## src/rtl/cpu_pkg.sv

```systemverilog
// Shared CPU constants: memory geometry, opcodes, controller state and error codes.
package cpu_pkg;

  localparam int unsigned Depth = 64;
  localparam int unsigned AddrW = $clog2(Depth);
  localparam int unsigned DataW = 16;
  localparam int unsigned CntW  = AddrW + 1;

  // 3-bit opcode field in the top bits of every instruction word.
  typedef enum logic [2:0] {
    OpLda = 3'd0,
    OpSta = 3'd1,
    OpAdd = 3'd2,
    OpSub = 3'd3,
    OpJmp = 3'd4,
    OpJz  = 3'd5,
    OpLdi = 3'd6,
    OpHlt = 3'd7
  } opcode_e;

  // Returned to the CPU whenever a fetch is not permitted.
  localparam logic [DataW-1:0] HltWord = {OpHlt, 13'd0};

  typedef enum logic [2:0] {
    StIdle,
    StLoad,
    StVerify,
    StRun,
    StFault
  } ctrl_state_e;

  typedef enum logic [1:0] {
    ErrNone = 2'd0,
    ErrOvf  = 2'd1,
    ErrCsum = 2'd2
  } err_code_e;

endpackage

```

## src/rtl/imem_load_ctrl_if.sv

```systemverilog
// Loader stream, CPU fetch bus and instruction-memory bus seen by the load controller.
interface imem_load_ctrl_if;
  import cpu_pkg::*;

  logic             ld_start;
  logic             ld_valid;
  logic [DataW-1:0] ld_data;
  logic             ld_last;
  logic             ld_ready;

  logic [15:0]      cpu_abus;
  logic [DataW-1:0] cpu_dbus;
  logic             cpu_run;

  logic             mem_we;
  logic [AddrW-1:0] mem_addr;
  logic [DataW-1:0] mem_wdata;
  logic [DataW-1:0] mem_rdata;

  // Environment side: loader, CPU and memory.
  modport master (
    output ld_start, ld_valid, ld_data, ld_last, cpu_abus, mem_rdata,
    input  ld_ready, cpu_dbus, cpu_run, mem_we, mem_addr, mem_wdata
  );

  // Controller side.
  modport slave (
    input  ld_start, ld_valid, ld_data, ld_last, cpu_abus, mem_rdata,
    output ld_ready, cpu_dbus, cpu_run, mem_we, mem_addr, mem_wdata
  );

endinterface

```

## src/rtl/imem_checksum.sv

```systemverilog
// Wrapping additive accumulator with synchronous clear (clear wins over add).
module imem_checksum import cpu_pkg::*; (
  input  logic             clk_i,
  input  logic             rst_i,
  input  logic             clr_i,
  input  logic             add_i,
  input  logic [DataW-1:0] data_i,
  output logic [DataW-1:0] value_o
);

  logic [DataW-1:0] sum_q, sum_d;

  // Next accumulator value, mod 2^DataW.
  always_comb begin
    sum_d = sum_q;
    if (clr_i) begin
      sum_d = '0;
    end else if (add_i) begin
      sum_d = sum_q + data_i;
    end
  end

  // Accumulator register.
  always_ff @(posedge clk_i or posedge rst_i) begin
    if (rst_i) begin
      sum_q <= '0;
    end else begin
      sum_q <= sum_d;
    end
  end

  assign value_o = sum_q;

endmodule

```

## src/rtl/imem_load_ctrl.sv

```systemverilog
// Program-load and fetch controller: streams a program into instruction memory, reads it
// back against the load checksum, then releases the CPU onto the memory.
module imem_load_ctrl import cpu_pkg::*; (
  input  logic                 clk,
  input  logic                 reset,
  imem_load_ctrl_if.slave      bus,
  output logic [CntW-1:0]      ld_count,
  output logic [DataW-1:0]     checksum,
  output logic [1:0]           err_code
);

  ctrl_state_e      state_q;
  logic [AddrW-1:0] waddr_q;
  logic [AddrW-1:0] raddr_q;
  logic [CntW-1:0]  ld_count_q;
  err_code_e        err_q;
  logic             ld_ready_q;
  logic             cpu_run_q;

  logic             hs;
  logic             start_take;
  logic             verify_last;
  logic             csum_ok;
  logic             fetch_ok;
  logic [DataW-1:0] vsum;

  assign hs          = bus.ld_valid & ld_ready_q;
  assign start_take  = bus.ld_start & (state_q inside {StIdle, StRun, StFault});
  assign verify_last = (state_q == StVerify) && ({1'b0, raddr_q} == ld_count_q - CntW'(1));
  // Equality is evaluated at DataW bits, so the sum wraps like the load checksum.
  assign csum_ok     = ((vsum + bus.mem_rdata) == checksum);
  // ld_count never exceeds Depth, so this also rejects addresses beyond the memory.
  assign fetch_ok    = (bus.cpu_abus < 16'(ld_count_q));

  imem_checksum u_load_sum (
    .clk_i   (clk),
    .rst_i   (reset),
    .clr_i   (start_take),
    .add_i   (hs),
    .data_i  (bus.ld_data),
    .value_o (checksum)
  );

  imem_checksum u_verify_sum (
    .clk_i   (clk),
    .rst_i   (reset),
    .clr_i   (hs & bus.ld_last),
    .add_i   (state_q == StVerify),
    .data_i  (bus.mem_rdata),
    .value_o (vsum)
  );

  // Controller FSM with counters and registered Moore outputs.
  always_ff @(posedge clk or posedge reset) begin
    if (reset) begin
      state_q    <= StIdle;
      waddr_q    <= '0;
      raddr_q    <= '0;
      ld_count_q <= '0;
      err_q      <= ErrNone;
      ld_ready_q <= 1'b0;
      cpu_run_q  <= 1'b0;
    end else begin
      unique case (state_q)
        StIdle, StRun, StFault: begin
          if (start_take) begin
            state_q    <= StLoad;
            waddr_q    <= '0;
            err_q      <= ErrNone;
            ld_ready_q <= 1'b1;
            cpu_run_q  <= 1'b0;
          end
        end
        StLoad: begin
          if (hs) begin
            waddr_q <= waddr_q + 1'b1;
            if (bus.ld_last) begin
              state_q    <= StVerify;
              ld_count_q <= {1'b0, waddr_q} + 1'b1;
              raddr_q    <= '0;
              ld_ready_q <= 1'b0;
            end else if (waddr_q == AddrW'(Depth - 1)) begin
              // Last slot written without ld_last: the program does not fit.
              state_q    <= StFault;
              ld_count_q <= CntW'(Depth);
              err_q      <= ErrOvf;
              ld_ready_q <= 1'b0;
            end
          end
        end
        StVerify: begin
          raddr_q <= raddr_q + 1'b1;
          if (verify_last) begin
            if (csum_ok) begin
              state_q   <= StRun;
              cpu_run_q <= 1'b1;
            end else begin
              state_q <= StFault;
              err_q   <= ErrCsum;
            end
          end
        end
        default: state_q <= StIdle;
      endcase
    end
  end

  // Memory bus steering and CPU fetch data.
  always_comb begin
    bus.mem_we    = 1'b0;
    bus.mem_addr  = waddr_q;
    bus.mem_wdata = bus.ld_data;
    bus.cpu_dbus  = HltWord;
    unique case (state_q)
      StLoad:   bus.mem_we = hs;
      StVerify: bus.mem_addr = raddr_q;
      StRun: begin
        bus.mem_addr = bus.cpu_abus[AddrW-1:0];
        if (fetch_ok) begin
          bus.cpu_dbus = bus.mem_rdata;
        end
      end
      default: ;
    endcase
  end

  assign bus.ld_ready = ld_ready_q;
  assign bus.cpu_run  = cpu_run_q;
  assign ld_count     = ld_count_q;
  assign err_code     = err_q;

endmodule

```

## src/flat_wrapper.sv

```systemverilog
// flat-port wrapper written by rule: the top's interface ports become plain ports
module imem_load_ctrl_flat import cpu_pkg::*;
  (clk, reset, ld_count, checksum, err_code, bus_ld_start, bus_ld_valid, bus_ld_data, bus_ld_last, bus_cpu_abus, bus_mem_rdata, bus_ld_ready, bus_cpu_dbus, bus_cpu_run, bus_mem_we, bus_mem_addr, bus_mem_wdata);
  imem_load_ctrl_if bus_i ();
  input  logic clk;
  input  logic reset;
  output logic [CntW-1:0] ld_count;
  output logic [DataW-1:0] checksum;
  output logic [1:0] err_code;
  input wire logic [$bits(bus_i.ld_start)-1:0] bus_ld_start;
  input wire logic [$bits(bus_i.ld_valid)-1:0] bus_ld_valid;
  input wire logic [$bits(bus_i.ld_data)-1:0] bus_ld_data;
  input wire logic [$bits(bus_i.ld_last)-1:0] bus_ld_last;
  input wire logic [$bits(bus_i.cpu_abus)-1:0] bus_cpu_abus;
  input wire logic [$bits(bus_i.mem_rdata)-1:0] bus_mem_rdata;
  output wire logic [$bits(bus_i.ld_ready)-1:0] bus_ld_ready;
  output wire logic [$bits(bus_i.cpu_dbus)-1:0] bus_cpu_dbus;
  output wire logic [$bits(bus_i.cpu_run)-1:0] bus_cpu_run;
  output wire logic [$bits(bus_i.mem_we)-1:0] bus_mem_we;
  output wire logic [$bits(bus_i.mem_addr)-1:0] bus_mem_addr;
  output wire logic [$bits(bus_i.mem_wdata)-1:0] bus_mem_wdata;
  assign bus_i.ld_start = bus_ld_start;
  assign bus_i.ld_valid = bus_ld_valid;
  assign bus_i.ld_data = bus_ld_data;
  assign bus_i.ld_last = bus_ld_last;
  assign bus_i.cpu_abus = bus_cpu_abus;
  assign bus_i.mem_rdata = bus_mem_rdata;
  assign bus_ld_ready = bus_i.ld_ready;
  assign bus_cpu_dbus = bus_i.cpu_dbus;
  assign bus_cpu_run = bus_i.cpu_run;
  assign bus_mem_we = bus_i.mem_we;
  assign bus_mem_addr = bus_i.mem_addr;
  assign bus_mem_wdata = bus_i.mem_wdata;
  imem_load_ctrl u_core (.clk(clk), .reset(reset), .bus(bus_i), .ld_count(ld_count), .checksum(checksum), .err_code(err_code));
endmodule
```

## config.mk

```make
export PLATFORM = sky130hd
export DESIGN_NAME = imem_load_ctrl_flat
export DESIGN_NICKNAME = d
export VERILOG_FILES = /design/src/rtl/cpu_pkg.sv /design/src/rtl/imem_load_ctrl_if.sv /design/src/rtl/imem_checksum.sv /design/src/rtl/imem_load_ctrl.sv /design/src/flat_wrapper.sv
export SDC_FILE = /design/constraint.sdc
export NUM_CORES = 1
export LEC_CHECK = 0
export CAP_MARGIN = 20
export CORE_UTILIZATION = 48
export CTS_BUF_LIST = sky130_fd_sc_hd__clkbuf_2 sky130_fd_sc_hd__clkbuf_4 sky130_fd_sc_hd__clkbuf_8
export DETAILED_ROUTE_END_ITERATION = 8
export PLACE_DENSITY_LB_ADDON = 0.05
export SLEW_MARGIN = 20
export SYNTH_ARGS = -nofsm -noshare
export SYNTH_HDL_FRONTEND = slang
export SYNTH_SLANG_ARGS = --single-unit
```

## constraint.sdc

```tcl
create_clock -name clk -period 3.1 [get_ports clk]
set_input_delay 0.31 -clock clk [delete_from_list [all_inputs] [get_ports clk]]
set_output_delay 0.31 -clock clk [all_outputs]
set_load 0.02 [all_outputs]
```

==> metrics.csv <==
metric,value,unit
CTS H-tree depth,3,
RR Startpoint,u_core.u_verify_sum.value_o[0]$_DFFE_PP0P_,
die footprint,11580,um2
CTS Hold Bufs,0,
layout cells sized above 1,0.1998,
DP HPWL,12400,um
data required time of the worst path,3370,ps
failing checks,setup timing,
vias in the first global route,5302,
ys async rst share,1.000,
cts bufs inserted,9,
global-route wire length before repair,25820,um
number of antenna violations at the first check in global routing,0,
area of the core,10840,um2
skew final,17.42,ps
Top Metal Used,met4,
Final setup viols,2,
row cnt,38,
Detail Route Antenna Nets,0,
synth cell count leaders,"82 x nand2_1, 58 x dfrtp_1, 53 x a21oi_1",
area grow syn2layout,40.37,%
"area leader, netlist",dfrtp_1,
vias after detailed routing,5555,
worst-path cell chain,"ha_2, inv_2, fa_2, xor2_1, o311a_1, o21ai_1, or4_4, buf_6, nor4_4, and4_1, and4b_1, nand3b_1, o211ai_1",
worst min path class,input pin to asynchronous set/reset pin,
Die H,107.6,um
Slew @ Worst Pin,955.6,ps
Slowest cell on crit path,fa_2,
Fmax,0.3185,GHz
DP Worst Slack,-694.9,ps
critical path launch point type,flop,
synth unique cells,69,
top_reg_cell synth,dfrtp_1,
Syn Nets,737,
maximum VDD drop,337.4,uV
P_leak,3.317,nW
Max Slew Vio Count,0,
slowest cell delay on critical path,560,ps
drt drc,0,
clk_lat worst skew,360,ps
Initial Utilization,0.4938,
Final nets,920,
final period utilization,1.013,
Worst EP arrival,3410,ps
WL/cell,16.93,um
final setup margin,-39.93,ps
"Seq/Total Area, Yosys",0.2712,
WL met3,1201,um
routed wl met2,7447,um
Syn Std Cell Area,5353,um2
status,"complete, but fails checks",
max_cap viols,0,
Final Hold Violating Endpoints,0,
Port Buffers,118,
"Avg Cell Area, Syn",8.324,um2
post-synth top area share,0.2712,
Crit Path Max Fanout,2,
Routed WL,16440,um
max_slew headroom,0.3629,
synth top area cells,"dfrtp_1 27%, ha_1 9.1%, nand2_1 5.8%, a21oi_1 5.0%, xor2_1 3.9%",
Clock Tree Root,clkbuf_8,
final hold slack,234.2,ps
"setup slack, reg-to-reg",-40,ps
CTS tree,done,
worst setup path class,flop to flop,
io pins,119,
#FFs+latches synth,58,
GR Overflow Total,0,
largest net degree at the start of global routing,23,
power per standard cell area,632.3,nW/um2
drt via density,5.721,
Met1 Wirelength,7574,um
GRT Total Usage,0.2863,
Gate Count Post-Synth,643,
die width,107.6,um
Pre-antenna DRT Iters,5,
RSZ-0062 raised after global routing,yes,
Reg2Reg Depth,13,
DRT iter0 DRCs,338,
Ant. Diodes,0,
Num Clock Sinks,58,
clk buf depth,2,
Final min period,3140,ps
Clock transition at path regs,90,ps
GP Congestion,0.9052,
total number of yosys warnings,0,
most common cell in the netlist,nand2_1,
Worst Setup End Kind,flop,
Post-synth EDFFs,0,
r2r endpoint,u_core.bus.cpu_run$_DFFE_PP0P_,
[sequential cells by signal, indices dropped and copies added (netlist names)]
register and cells:
u_core.u_verify_sum.value_o 16, u_core.err_code 2, u_core.bus.cpu_run 1, u_core.bus.ld_ready 1, u_core.waddr_q 6, u_core.ld_count 7, u_core.raddr_q 6, u_core.state_q 3
u_core.u_load_sum.value_o 16
[final cells by class]
cell class              instances  area (um2)
multi-input cells             524        3691
fillers                       914        3327
repair buffers                216        1907
flip-flops and latches         58        1451
well taps                     140       175.2
clock buffers                   9       123.9
clock inverters                 7       101.3
inverters                      17       63.81
[power by group]
| group | total (mW) | switching, mW | internal (mW) |
|---|---|---|---|
| logic | 2.99 | 1.43 | 1.56 |
| registers | 0.944 | 0.0675 | 0.876 |
| clock network | 0.821 | 0.364 | 0.458 |
| total | 4.75 | 1.86 | 2.89 |
[kinds of logic (layout without fill, tap and decap cells)]
kind of cell	count (synthesis)	count (layout)	share of synthesized area
DFF	58	58	0.2712
AOI/OAI and AO/OA	183	183	0.2324
adders and majority gates	41	41	0.09864
xor gates and xnor gates	51	51	0.09631
muxes	12	12	0.02244
and+or+nand+nor	237	237	0.2211
buffers and inverters	61	249	0.05797
[critical path, delay by kind of cell, from the launching register on]
family,cells,cell delay [ps]
flip-flops,1,380
AO/OA/AOI/OAI,3,400
buffers and inverters,2,180
AND/OR/NAND/NOR,5,1180
XOR/XNOR,1,150
adder cells (fa/ha/maj),2,750
[worst max-delay path by stage]
stage	from	endpoint	slack, ps	depth (start not counted)
floorplan	u_core.u_verify_sum.value_o[0]$_DFFE_PP0P_	u_core.state_q[2]$_DFFE_PP0P_	100	12
global placement	bus_mem_rdata[0]	u_core.state_q[2]$_DFFE_PP0P_	-580	13
detailed placement	bus_mem_rdata[0]	u_core.state_q[2]$_DFFE_PP0P_	-690	13
CTS	u_core.u_verify_sum.value_o[0]$_DFFE_PP0P_	u_core.state_q[2]$_DFFE_PP0P_	-170	12
global route	u_core.u_verify_sum.value_o[0]$_DFFE_PP0P_	u_core.bus.cpu_run$_DFFE_PP0P_	-170	13
finish	u_core.u_verify_sum.value_o[0]$_DFFE_PP0P_	u_core.bus.cpu_run$_DFFE_PP0P_	-40	13
[what timing repair did]
item                                    CTS  global route
gates resized for setup                  96            17
cloned                                    1             0
setup buffers                             8             3
pin swaps                                17            18
endpoints found under the setup margin   22            25
[layout by cell type (no fill, tap or decap), types with 7 or more instances in the layout]
cell and instances:
o21ai_0 34, nand2_1 82, and2_1 14, a21oi_1 51, buf_4 98, nor3_1 13, clkdlybuf4s50_1 101, xnor2_1 21
nand2b_1 14, buf_6 9, nand3_1 16, clkbuf_8 9, nor2_1 44, ha_1 36, o21a_1 8, a21o_1 12
dfrtp_1 58, inv_1 14, mux2i_1 12, xor2_1 24, or3_1 7, a211oi_1 11
[per-layer routing]
metal / track usage / vias to the layer above
met5: 0 / -
met4: 0.07339 / 0
met3: 0.06538 / 19
met2: 0.4418 / 211
met1: 0.4017 / 2652
li1: - / 2673
[metrics by stage]
| stage | util | std cells | TNS, ps | power (mW) | instance area, um2 |
|---|---|---|---|---|---|
| 2_1_floorplan | - | 643 | 0 | 2.714 | 5353 |
| 3_3_place_gp | 0.6557 | 943 | -7773 | 3.690 | 7108 |
| 3_5_place_dp | 0.6557 | 943 | -9805 | 3.748 | 7108 |
| 4_1_cts | 0.6849 | 968 | -600.3 | 4.675 | 7425 |
| 5_1_grt | 0.6931 | 971 | -892.6 | 5.077 | 7513 |
| 6_report | 0.6931 | 971 | -69.12 | 4.750 | 7513 |
(Power assumes the default switching activity.)
